**config.mk**
```make
export PLATFORM = sky130hd
export DESIGN_NAME = stack_seq
export DESIGN_NICKNAME = d
export VERILOG_FILES = /design/src/rtl/stack_seq.sv
export SDC_FILE = /design/constraint.sdc
export NUM_CORES = 1
export LEC_CHECK = 0
export CORE_UTILIZATION = 40
export CTS_CLUSTER_SIZE = 25
export DETAILED_ROUTE_END_ITERATION = 10
export GPL_TIMING_DRIVEN = 0
export PLACE_DENSITY = 0.68
export SLEW_MARGIN = 20
export SYNTH_ARGS = -nofsm -noshare
export SYNTH_HDL_FRONTEND = slang
export SYNTH_SLANG_ARGS = --single-unit
```
**constraint.sdc**
```tcl
create_clock -name clk_in -period 3.8 [get_ports clk_in]
set_clock_uncertainty 0.15 [all_clocks]
set_input_delay 0.38 -clock clk_in [delete_from_list [all_inputs] [get_ports clk_in]]
set_output_delay 0.38 -clock clk_in [all_outputs]
set_load 0.01 [all_outputs]
```
**src/rtl/stack_seq.sv**
```systemverilog
// -----------------------------------------------------------------------------
// stack_seq
//
// Sequences 6809 stack pushes and pulls (PSHS/PSHU/PULS/PULU and interrupt
// entry pushes) against an external dual-ported register block and a
// byte-wide memory.
//
// The register postbyte is walked one entry at a time:
//   push : highest set bit first, each byte preceded by a stack-pointer
//          decrement, data read from the register block via path_left_addr.
//   pull : lowest set bit first, each byte followed by a stack-pointer
//          increment, assembled data written back via write_reg.
// The memory address is the register block's reg_su output. That address
// only moves on dec_su/inc_su, which never overlap mem_req.
//
// Handshake: mem_req/mem_we/mem_wdata are raised together and held stable
// until the cycle in which mem_ack is sampled high. That cycle completes the
// transfer, and mem_rdata is captured in it. mem_ack is ignored whenever
// no request is outstanding.
//
// Parameters:
//   TIMEOUT        max cycles a request may wait for mem_ack (0 = no limit)
//
// Ports:
//   clk_in         clock
//   reset          synchronous active-high reset
//   start          begin a sequence (sampled only while idle)
//   pull           0 = push, 1 = pull (latched at start)
//   use_s          1 = S stack, 0 = U stack (latched at start)
//   mask           register postbyte (latched at start)
//   reg_data_i     path_left_data from the register block
//   mem_rdata      memory read data, valid with mem_ack
//   mem_ack        completes the current mem_req
//   path_left_addr register code selected for the push read
//   write_reg      one-cycle register write strobe
//   write_reg_addr destination register code
//   data_w         pulled register value
//   dec_su         decrement the selected stack pointer
//   inc_su         increment the selected stack pointer
//   mem_req        memory request
//   mem_we         1 = write
//   mem_wdata      write byte
//   busy           sequence in progress
//   done           one-cycle completion pulse
//   err            one-cycle timeout pulse
// -----------------------------------------------------------------------------
module stack_seq #(
    parameter int TIMEOUT = 0
) (
    input  logic        clk_in,
    input  logic        reset,
    input  logic        start,
    input  logic        pull,
    input  logic        use_s,
    input  logic [7:0]  mask,
    input  logic [15:0] reg_data_i,
    input  logic [7:0]  mem_rdata,
    input  logic        mem_ack,
    output logic [3:0]  path_left_addr,
    output logic        write_reg,
    output logic [3:0]  write_reg_addr,
    output logic [15:0] data_w,
    output logic        dec_su,
    output logic        inc_su,
    output logic        mem_req,
    output logic        mem_we,
    output logic [7:0]  mem_wdata,
    output logic        busy,
    output logic        done,
    output logic        err
);

    typedef enum logic [2:0] {
        S_IDLE,
        S_SCAN,
        S_DEC,
        S_WR,
        S_RD,
        S_INC,
        S_WB,
        S_DONE
    } state_t;

    localparam int TW = (TIMEOUT > 1) ? $clog2(TIMEOUT + 1) : 1;

    state_t          state;
    logic            pull_q;
    logic            use_s_q;
    logic [7:0]      mask_q;     // entries still to be transferred
    logic            is16;       // current entry is a 16-bit register
    logic            second;     // working on the second byte of a 16-bit entry
    logic [7:0]      hi_byte;
    logic [7:0]      lo_byte;
    logic [TW-1:0]   tmo_cnt;
    logic [2:0]      sel_bit;
    logic            tmo_hit;

    // Postbyte bit -> register code. Bit 6 names the stack NOT being used.
    function automatic logic [3:0] code_of(input logic [2:0] b, input logic s);
        logic [3:0] c;
        case (b)
            3'd7:    c = 4'd5;                   // PC
            3'd6:    c = s ? 4'd3 : 4'd4;        // U on S stack, S on U stack
            3'd5:    c = 4'd2;                   // Y
            3'd4:    c = 4'd1;                   // X
            3'd3:    c = 4'd11;                  // DP
            3'd2:    c = 4'd9;                   // B
            3'd1:    c = 4'd8;                   // A
            default: c = 4'd10;                  // CC
        endcase
        return c;
    endfunction

    // Next entry to transfer: the last match in each loop wins, so the
    // descending loop finds the lowest set bit (pull) and the ascending
    // loop the highest (push).
    always_comb begin
        sel_bit = 3'd0;
        if (pull_q) begin
            for (int i = 7; i >= 0; i--) begin
                if (mask_q[i]) sel_bit = 3'(i);
            end
        end else begin
            for (int i = 0; i < 8; i++) begin
                if (mask_q[i]) sel_bit = 3'(i);
            end
        end
    end

    // The counter clears on entry to WR/RD, so the request has been up for
    // tmo_cnt+1 cycles when this is evaluated.
    assign tmo_hit = (TIMEOUT > 0) && (int'(tmo_cnt) >= TIMEOUT - 1);

    always_ff @(posedge clk_in) begin
        if (reset) begin
            state          <= S_IDLE;
            pull_q         <= 1'b0;
            use_s_q        <= 1'b0;
            mask_q         <= 8'h00;
            is16           <= 1'b0;
            second         <= 1'b0;
            hi_byte        <= 8'h00;
            lo_byte        <= 8'h00;
            tmo_cnt        <= '0;
            path_left_addr <= 4'd0;
            write_reg      <= 1'b0;
            write_reg_addr <= 4'd0;
            data_w         <= 16'h0000;
            dec_su         <= 1'b0;
            inc_su         <= 1'b0;
            mem_req        <= 1'b0;
            mem_we         <= 1'b0;
            mem_wdata      <= 8'h00;
            busy           <= 1'b0;
            done           <= 1'b0;
            err            <= 1'b0;
        end else begin
            // Single-cycle strobes default low.
            dec_su    <= 1'b0;
            inc_su    <= 1'b0;
            write_reg <= 1'b0;
            done      <= 1'b0;
            err       <= 1'b0;

            unique case (state)
                S_IDLE: begin
                    if (start) begin
                        pull_q  <= pull;
                        use_s_q <= use_s;
                        mask_q  <= mask;
                        busy    <= 1'b1;
                        state   <= S_SCAN;
                    end
                end

                S_SCAN: begin
                    if (mask_q == 8'h00) begin
                        done  <= 1'b1;
                        state <= S_DONE;
                    end else begin
                        mask_q[sel_bit] <= 1'b0;
                        // path_left_addr doubles as the current register
                        // code, so the push data is already valid in DEC.
                        path_left_addr  <= code_of(sel_bit, use_s_q);
                        is16            <= sel_bit[2];
                        second          <= 1'b0;
                        if (pull_q) begin
                            mem_req <= 1'b1;
                            mem_we  <= 1'b0;
                            tmo_cnt <= '0;
                            state   <= S_RD;
                        end else begin
                            dec_su <= 1'b1;
                            state  <= S_DEC;
                        end
                    end
                end

                S_DEC: begin
                    // Low byte goes out first, then the high byte.
                    mem_wdata <= second ? reg_data_i[15:8] : reg_data_i[7:0];
                    mem_req   <= 1'b1;
                    mem_we    <= 1'b1;
                    tmo_cnt   <= '0;
                    state     <= S_WR;
                end

                S_WR: begin
                    if (mem_ack) begin
                        mem_req <= 1'b0;
                        mem_we  <= 1'b0;
                        if (is16 && !second) begin
                            second <= 1'b1;
                            dec_su <= 1'b1;
                            state  <= S_DEC;
                        end else begin
                            state <= S_SCAN;
                        end
                    end else if (tmo_hit) begin
                        mem_req <= 1'b0;
                        mem_we  <= 1'b0;
                        busy    <= 1'b0;
                        err     <= 1'b1;
                        state   <= S_IDLE;
                    end else begin
                        tmo_cnt <= tmo_cnt + TW'(1);
                    end
                end

                S_RD: begin
                    if (mem_ack) begin
                        // Lower address holds the high byte of a 16-bit entry.
                        if (is16 && !second) hi_byte <= mem_rdata;
                        else                 lo_byte <= mem_rdata;
                        mem_req <= 1'b0;
                        inc_su  <= 1'b1;
                        state   <= S_INC;
                    end else if (tmo_hit) begin
                        mem_req <= 1'b0;
                        busy    <= 1'b0;
                        err     <= 1'b1;
                        state   <= S_IDLE;
                    end else begin
                        tmo_cnt <= tmo_cnt + TW'(1);
                    end
                end

                S_INC: begin
                    if (is16 && !second) begin
                        second  <= 1'b1;
                        mem_req <= 1'b1;
                        mem_we  <= 1'b0;
                        tmo_cnt <= '0;
                        state   <= S_RD;
                    end else begin
                        write_reg      <= 1'b1;
                        write_reg_addr <= path_left_addr;
                        data_w         <= is16 ? {hi_byte, lo_byte} : {8'h00, lo_byte};
                        state          <= S_WB;
                    end
                end

                S_WB: begin
                    state <= S_SCAN;
                end

                S_DONE: begin
                    busy  <= 1'b0;
                    state <= S_IDLE;
                end

                default: begin
                    state <= S_IDLE;
                end
            endcase
        end
    end

endmodule

```
# Word-level counts from Yosys, hierarchy flattened
# Cells that the tools add are included.
[word_totals]
reg_bits = 70
input_bits = 38
output_inout_bits = 40
elab_cells = 130
[op_classes]
n_lt_le_gt_ge = 2
n_eq_ne = 21
mux = 56
bitwise = 7
reduce_logical = 25
[op_table]
columns = ["operator", "n"]
rows = [
  ["2-to-1 mux 3 bit", 21],
  ["one-hot mux 4 bit (7 select lines)", 1],
  ["== test 3 bit, second input constant", 8],
  ["2-to-1 mux 8 bit", 3],
  ["one-hot mux 3 bit (8 select lines)", 1],
  ["2-to-1 mux 1 bit", 20],
  ["2-to-1 mux 16 bit", 1],
  ["one-hot mux 8 bit (2 select lines)", 1],
  ["AND reduction 3 bit", 5],
  ["== test 3 x 2 -> 1 bit, second input constant", 4],
  ["!= test 2 bit, second input constant", 6],
  ["AND reduction 5 bit", 2],
  ["AND 8 bit", 1],
  ["logical NOT 8 bit", 1],
  ["NOT 8 bit", 1],
  ["one-hot mux 1 bit (4 select lines)", 2],
  ["AND reduction 2 bit", 4],
  ["nonzero test 4 bit", 2],
  ["OR reduction 2 bit", 4],
  ["== test 3 x 1 -> 1 bit, second input constant", 2],
  ["NOT 1 bit", 5],
  ["less-than comparator 3 x 4 -> 1 bit, second input constant", 1],
  ["2-to-1 mux 2 bit", 2],
  ["one-hot mux 1 bit (2 select lines)", 2],
  ["9 further kinds", 11],
]

# Longest topological paths before layout
[logic_depth]
ltp_word = 17
depth_mapped = 7

# Worst setup path after synthesis
# Ideal clock, no wire load.
[synth_path]
path_type = "register -> register"
startpoint = "register mask_q[0]"
endpoint = "register mask_q[7]"
setup_time_ns = 0.117
t_arrival_ns = 1.658
required_time_ns = 3.533
setup_slack_ns = 1.875
stages_incl_launch_ff = 6
period_less_slack_ns = 1.925
path_cell_list = "dfxtp_1 or4_4 a21oi_4 nand2_2 a211o_1 a32o_1"
[synth_between]
elab_chain_cells = 10
elab_cells_between_ends = 14
[synth_lines]
columns = ["item", "line_no", "rtl"]
rows = [
  ["from (decl)", "89", "logic [7:0] mask_q;"],
  ["from (signal assigned)", "170", "mask_q <= mask;"],
  ["2-to-1 mux 3 bit", "121", "if (mask_q[i]) sel_bit = 3'(i);"],
  ["2-to-1 mux 3 bit", "119", "if (pull_q) begin"],
  ["less-than comparator 3 x 4 -> 1 bit (not written as such) / greater-or-equal comparator 3 x 1 -> 1 bit (equally long branches)", "181", "mask_q[sel_bit] <= 1'b0;"],
  ["logical AND 1 bit (not written as such)", "181", ""],
  ["2-to-1 mux 1 bit (not written as such)", "181", ""],
  ["demux 1 bit (select 3 bit)", "181", ""],
  ["NOT 8 bit (no line)", "-", ""],
  ["AND 8 bit (no line)", "-", ""],
  ["2-to-1 mux 8 bit", "177", "if (mask_q == 8'h00) begin"],
  ["one-hot mux 8 bit (2 select lines)", "165", "unique case (state)"],
]
# Parallel ways exist; a longest one is shown, timed or not. The select of a mux whose other input is x is not followed.
# A chain may end at the register's enable or synchronous reset.

# Worst setup path in the final report
[layout_path]
startpoint = "register state[0]"
endpoint = "register mask_q[2]"
[layout_between]
elab_chain_cells = 3
elab_cells_between_ends = 7
[layout_lines]
columns = ["item", "line_no", "rtl"]
rows = [
  ["from (decl)", "86", "state_t state;"],
  ["from (signal assigned)", "136", "state <= S_IDLE;"],
  ["from (signal assigned)", "172", "state <= S_SCAN;"],
  ["from (signal assigned)", "179", "state <= S_DONE;"],
  ["== test 3 x 1 -> 1 bit / logical NOT 3 bit (equally long branches)", "165", ""],
  ["!= test 2 bit (no line) / nonzero test 2 bit (equally long branches)", "-", ""],
  ["AND reduction 3 bit (no line)", "-", ""],
]
# Parallel ways exist; a longest one is shown, timed or not.

==> out/metrics.yaml <==
status: "finished, final reports clean"
drc_errors: 0
pwr-share-comb: 0.374
vias: 2805
fin_nets: 483
syn_inst: 358
dr_wl_met2_um: 3334
cts_hold_buf: 0
maxSlewHeadroom: 0.6012
drive_above_1_share: 0.06889
yosysSeqAreaShare: 0.4776
p_total_mw: 2.608
crit_family: "compound AO/OA/AOI/OAI gates"
cts_root_buf: "clkbuf_8"
cts_sinks: 70
cpPeakStageDelay_ns: 0.42
fin_crit_ns: 2.192
hold_violations: 0
setup_violations: 0
largest_register: "data_w"
reg2reg_slack_ns: 1.61
n_antenna_cell: 0
seqCellArea_um2: 1401
gp_congestion: 0.8544
cpMostUsedCell: "nor2b_1"
yosys.area.top_type: "dfxtp_1"
dpl_cell_area_um2: 3815
ios: 78
grt_use_total: 0.2057
synth_fp_nets: 396
synth_area_per_cell_um2: 8.196
r2r-start: "state[0]"
grt_pass1_wl_um: 12160
cts.repair.resized: 0
postSynth.asyncResetShare: 0
die-height_um: 87.65
required_ns: 3.89
clkPwrFrac: 0.262
start_util: 0.4225
vdd_drop_max_mv: 0.2920
largest_reg_flops: 16
multi_input_area_um2: 1426
leakage_nw: 1.363
synth_top_area_frac: 0.4776
rows: 30
cp-startpoint: "state[0]"
p_int_mw: 1.667
worstMarginPinSlew_ns: 0.5983
hold_ws_ns: 0.3008
start_kind: "flip-flop"
io_buffers: 76
grt_pass1_vias: 2587
synth_flop_cell: "dfxtp_1"
routed.top_layer: "met4"
vias_per_cell: 5.137
ant_nets: 0
powerDensity_nw_per_um2: 644.4
slowest_stage: "nor2b_1"
synth_seq_cells: 70
synth_area_um2: 2934
synth-edff-count: 0
grt_overflow: 0
dr.pass1.iters: 4
fin_util: 0.5829
hp-class: "reg -> reg"
net-switching-power_uw: 941.5
clk_latency_ns: 0.35
crit_type: "reg -> reg"
grt_max_degree: 14
yosysWarnings: 0
crit_path_end_kind: "flip-flop"
fin_crit_sh: 0.5769
holdCritStartpoint: "data_w[10]"
fp.dieW_um: 87.65
ys_top_cells_by_area: "dfxtp_1, a21oi_1, nand2_1"
wl_met1_um: 3607
fin_tns_setup_ns: 0
dp_hpwl_um: 5472
final.setup.worst_slack_ns: 1.608
fin_area_um2: 4048
seq_power_share: 0.364
met3WireLength_um: 489
dp.cells: 530
wl_per_cell_um: 13.79
place_worst_setup_slack_ns: 1.557
rsz0062_at_grt: "no"
cts_buffers: 9
drtIter0Drc: 178
clk_pin_slew_worst_paths_ns: 0.07
cts_max_path_buffers: 2
htreeDepth: 3
finish.cell_count_without_fillers: 546
postCtsSetupBuffers: 0
n_fill_cell: 673
core-area_um2: 6944
cts_tree: "built"
maxCapViolations: 0
ys_types: 47
arrival_ns: 2.28
crit_fanout: 6
sw_frac_of_total: 0.3610
fmax_mhz: 456.1
path_cells: "nor2b_1, nor2b_1, o211ai_1, a221oi_1, nand2_1, a32o_1"
routed_wl_um: 7530
timing.final.max_slew_violations: 0
antenna_found_initial: 0
crit_buf_inv: 0
area_growth_pct: 37.95
die-area_um2: 7682
-- tightest hold or removal path, cell delays in order, from the launching register on --
cell	delay, ns
dfxtp_1	0.31
nand2_1	0.05
a21oi_1	0.05
-- power by group through the flow --
stage	clock [mW]	combinational, mW	sequential [mW]
CTS	0.695	0.976	0.946
global route	0.723	1.08	0.968
detailed placement	0	0.967	0.961
global placement	0	0.951	0.960
floorplan	0	0.619	0.978
finish	0.683	0.977	0.948
-- logic make-up after synthesis --
family          count (synthesis)  synth area share
simple gates                  159            0.2520
compound gates                 92            0.1992
flops                          70            0.4776
buf+inv                        26           0.03625
mux                             9           0.03070
xor+xnor                        1          0.002986
other cells                     1          0.001278
-- synthesized netlist by cell type, types with 2 or more instances --
| master | number |
|---|---|
| a211o_1 | 2 |
| a211oi_1 | 10 |
| a21oi_1 | 53 |
| a32o_1 | 7 |
| and3_1 | 2 |
| buf_1 | 2 |
| buf_2 | 4 |
| clkbuf_1 | 16 |
| dfxtp_1 | 70 |
| inv_1 | 3 |
| mux2i_1 | 9 |
| nand2_1 | 70 |
| nand2_2 | 2 |
| nand2b_1 | 5 |
| nand3_1 | 25 |
| nor2_1 | 34 |
| nor2b_1 | 6 |
| nor3_1 | 4 |
| o21ai_0 | 5 |
| o22ai_1 | 2 |
-- final timing paths --
path | cells past startpoint | to
max | 6 | mask_q[2]
min | 2 | data_w[10]
max reg2reg | 6 | mask_q[2]
min reg2reg | 2 | data_w[10]
-- placed cells by master, fill, tap and decap left out, types with 2 or more instances in the layout --
| master | instances |
|---|---|
| clkdlybuf4s50_1 | 76 |
| nand2_1 | 70 |
| dfxtp_1 | 70 |
| a21oi_1 | 53 |
| nor2_1 | 34 |
| nand3_1 | 25 |
| clkbuf_1 | 16 |
| a211oi_1 | 10 |
| clkbuf_8 | 10 |
| mux2i_1 | 9 |
| a32o_1 | 7 |
| nor2b_1 | 6 |
| nand2b_1 | 5 |
| o21ai_0 | 5 |
| buf_2 | 4 |
| nor3_1 | 4 |
| clkinv_4 | 4 |
| inv_1 | 3 |
| and3_1 | 2 |
| buf_1 | 2 |
| nand2_2 | 2 |
| o22ai_1 | 2 |
| a211o_1 | 2 |
| bufinv_16 | 2 |
-- per-layer routing --
metal | vias to the layer above | global-route usage
li1 | 1422 | -
met1 | 1297 | 0.2712
met2 | 78 | 0.3253
met3 | 8 | 0.04147
met4 | 0 | 0.09389
met5 | - | 0
-- area by class of cell --
type | instances | share of cell area
Sequential cell | 70 | 0.3462
Tap cell | 96 | 0.02968
Multi-Input combinational cell | 262 | 0.3524
Timing Repair Buffer | 76 | 0.1879
Clock inverter | 6 | 0.02349
Inverter | 3 | 0.002782
Clock buffer | 10 | 0.03400
Buffer | 23 | 0.02349
(Power assumes the default switching activity.)
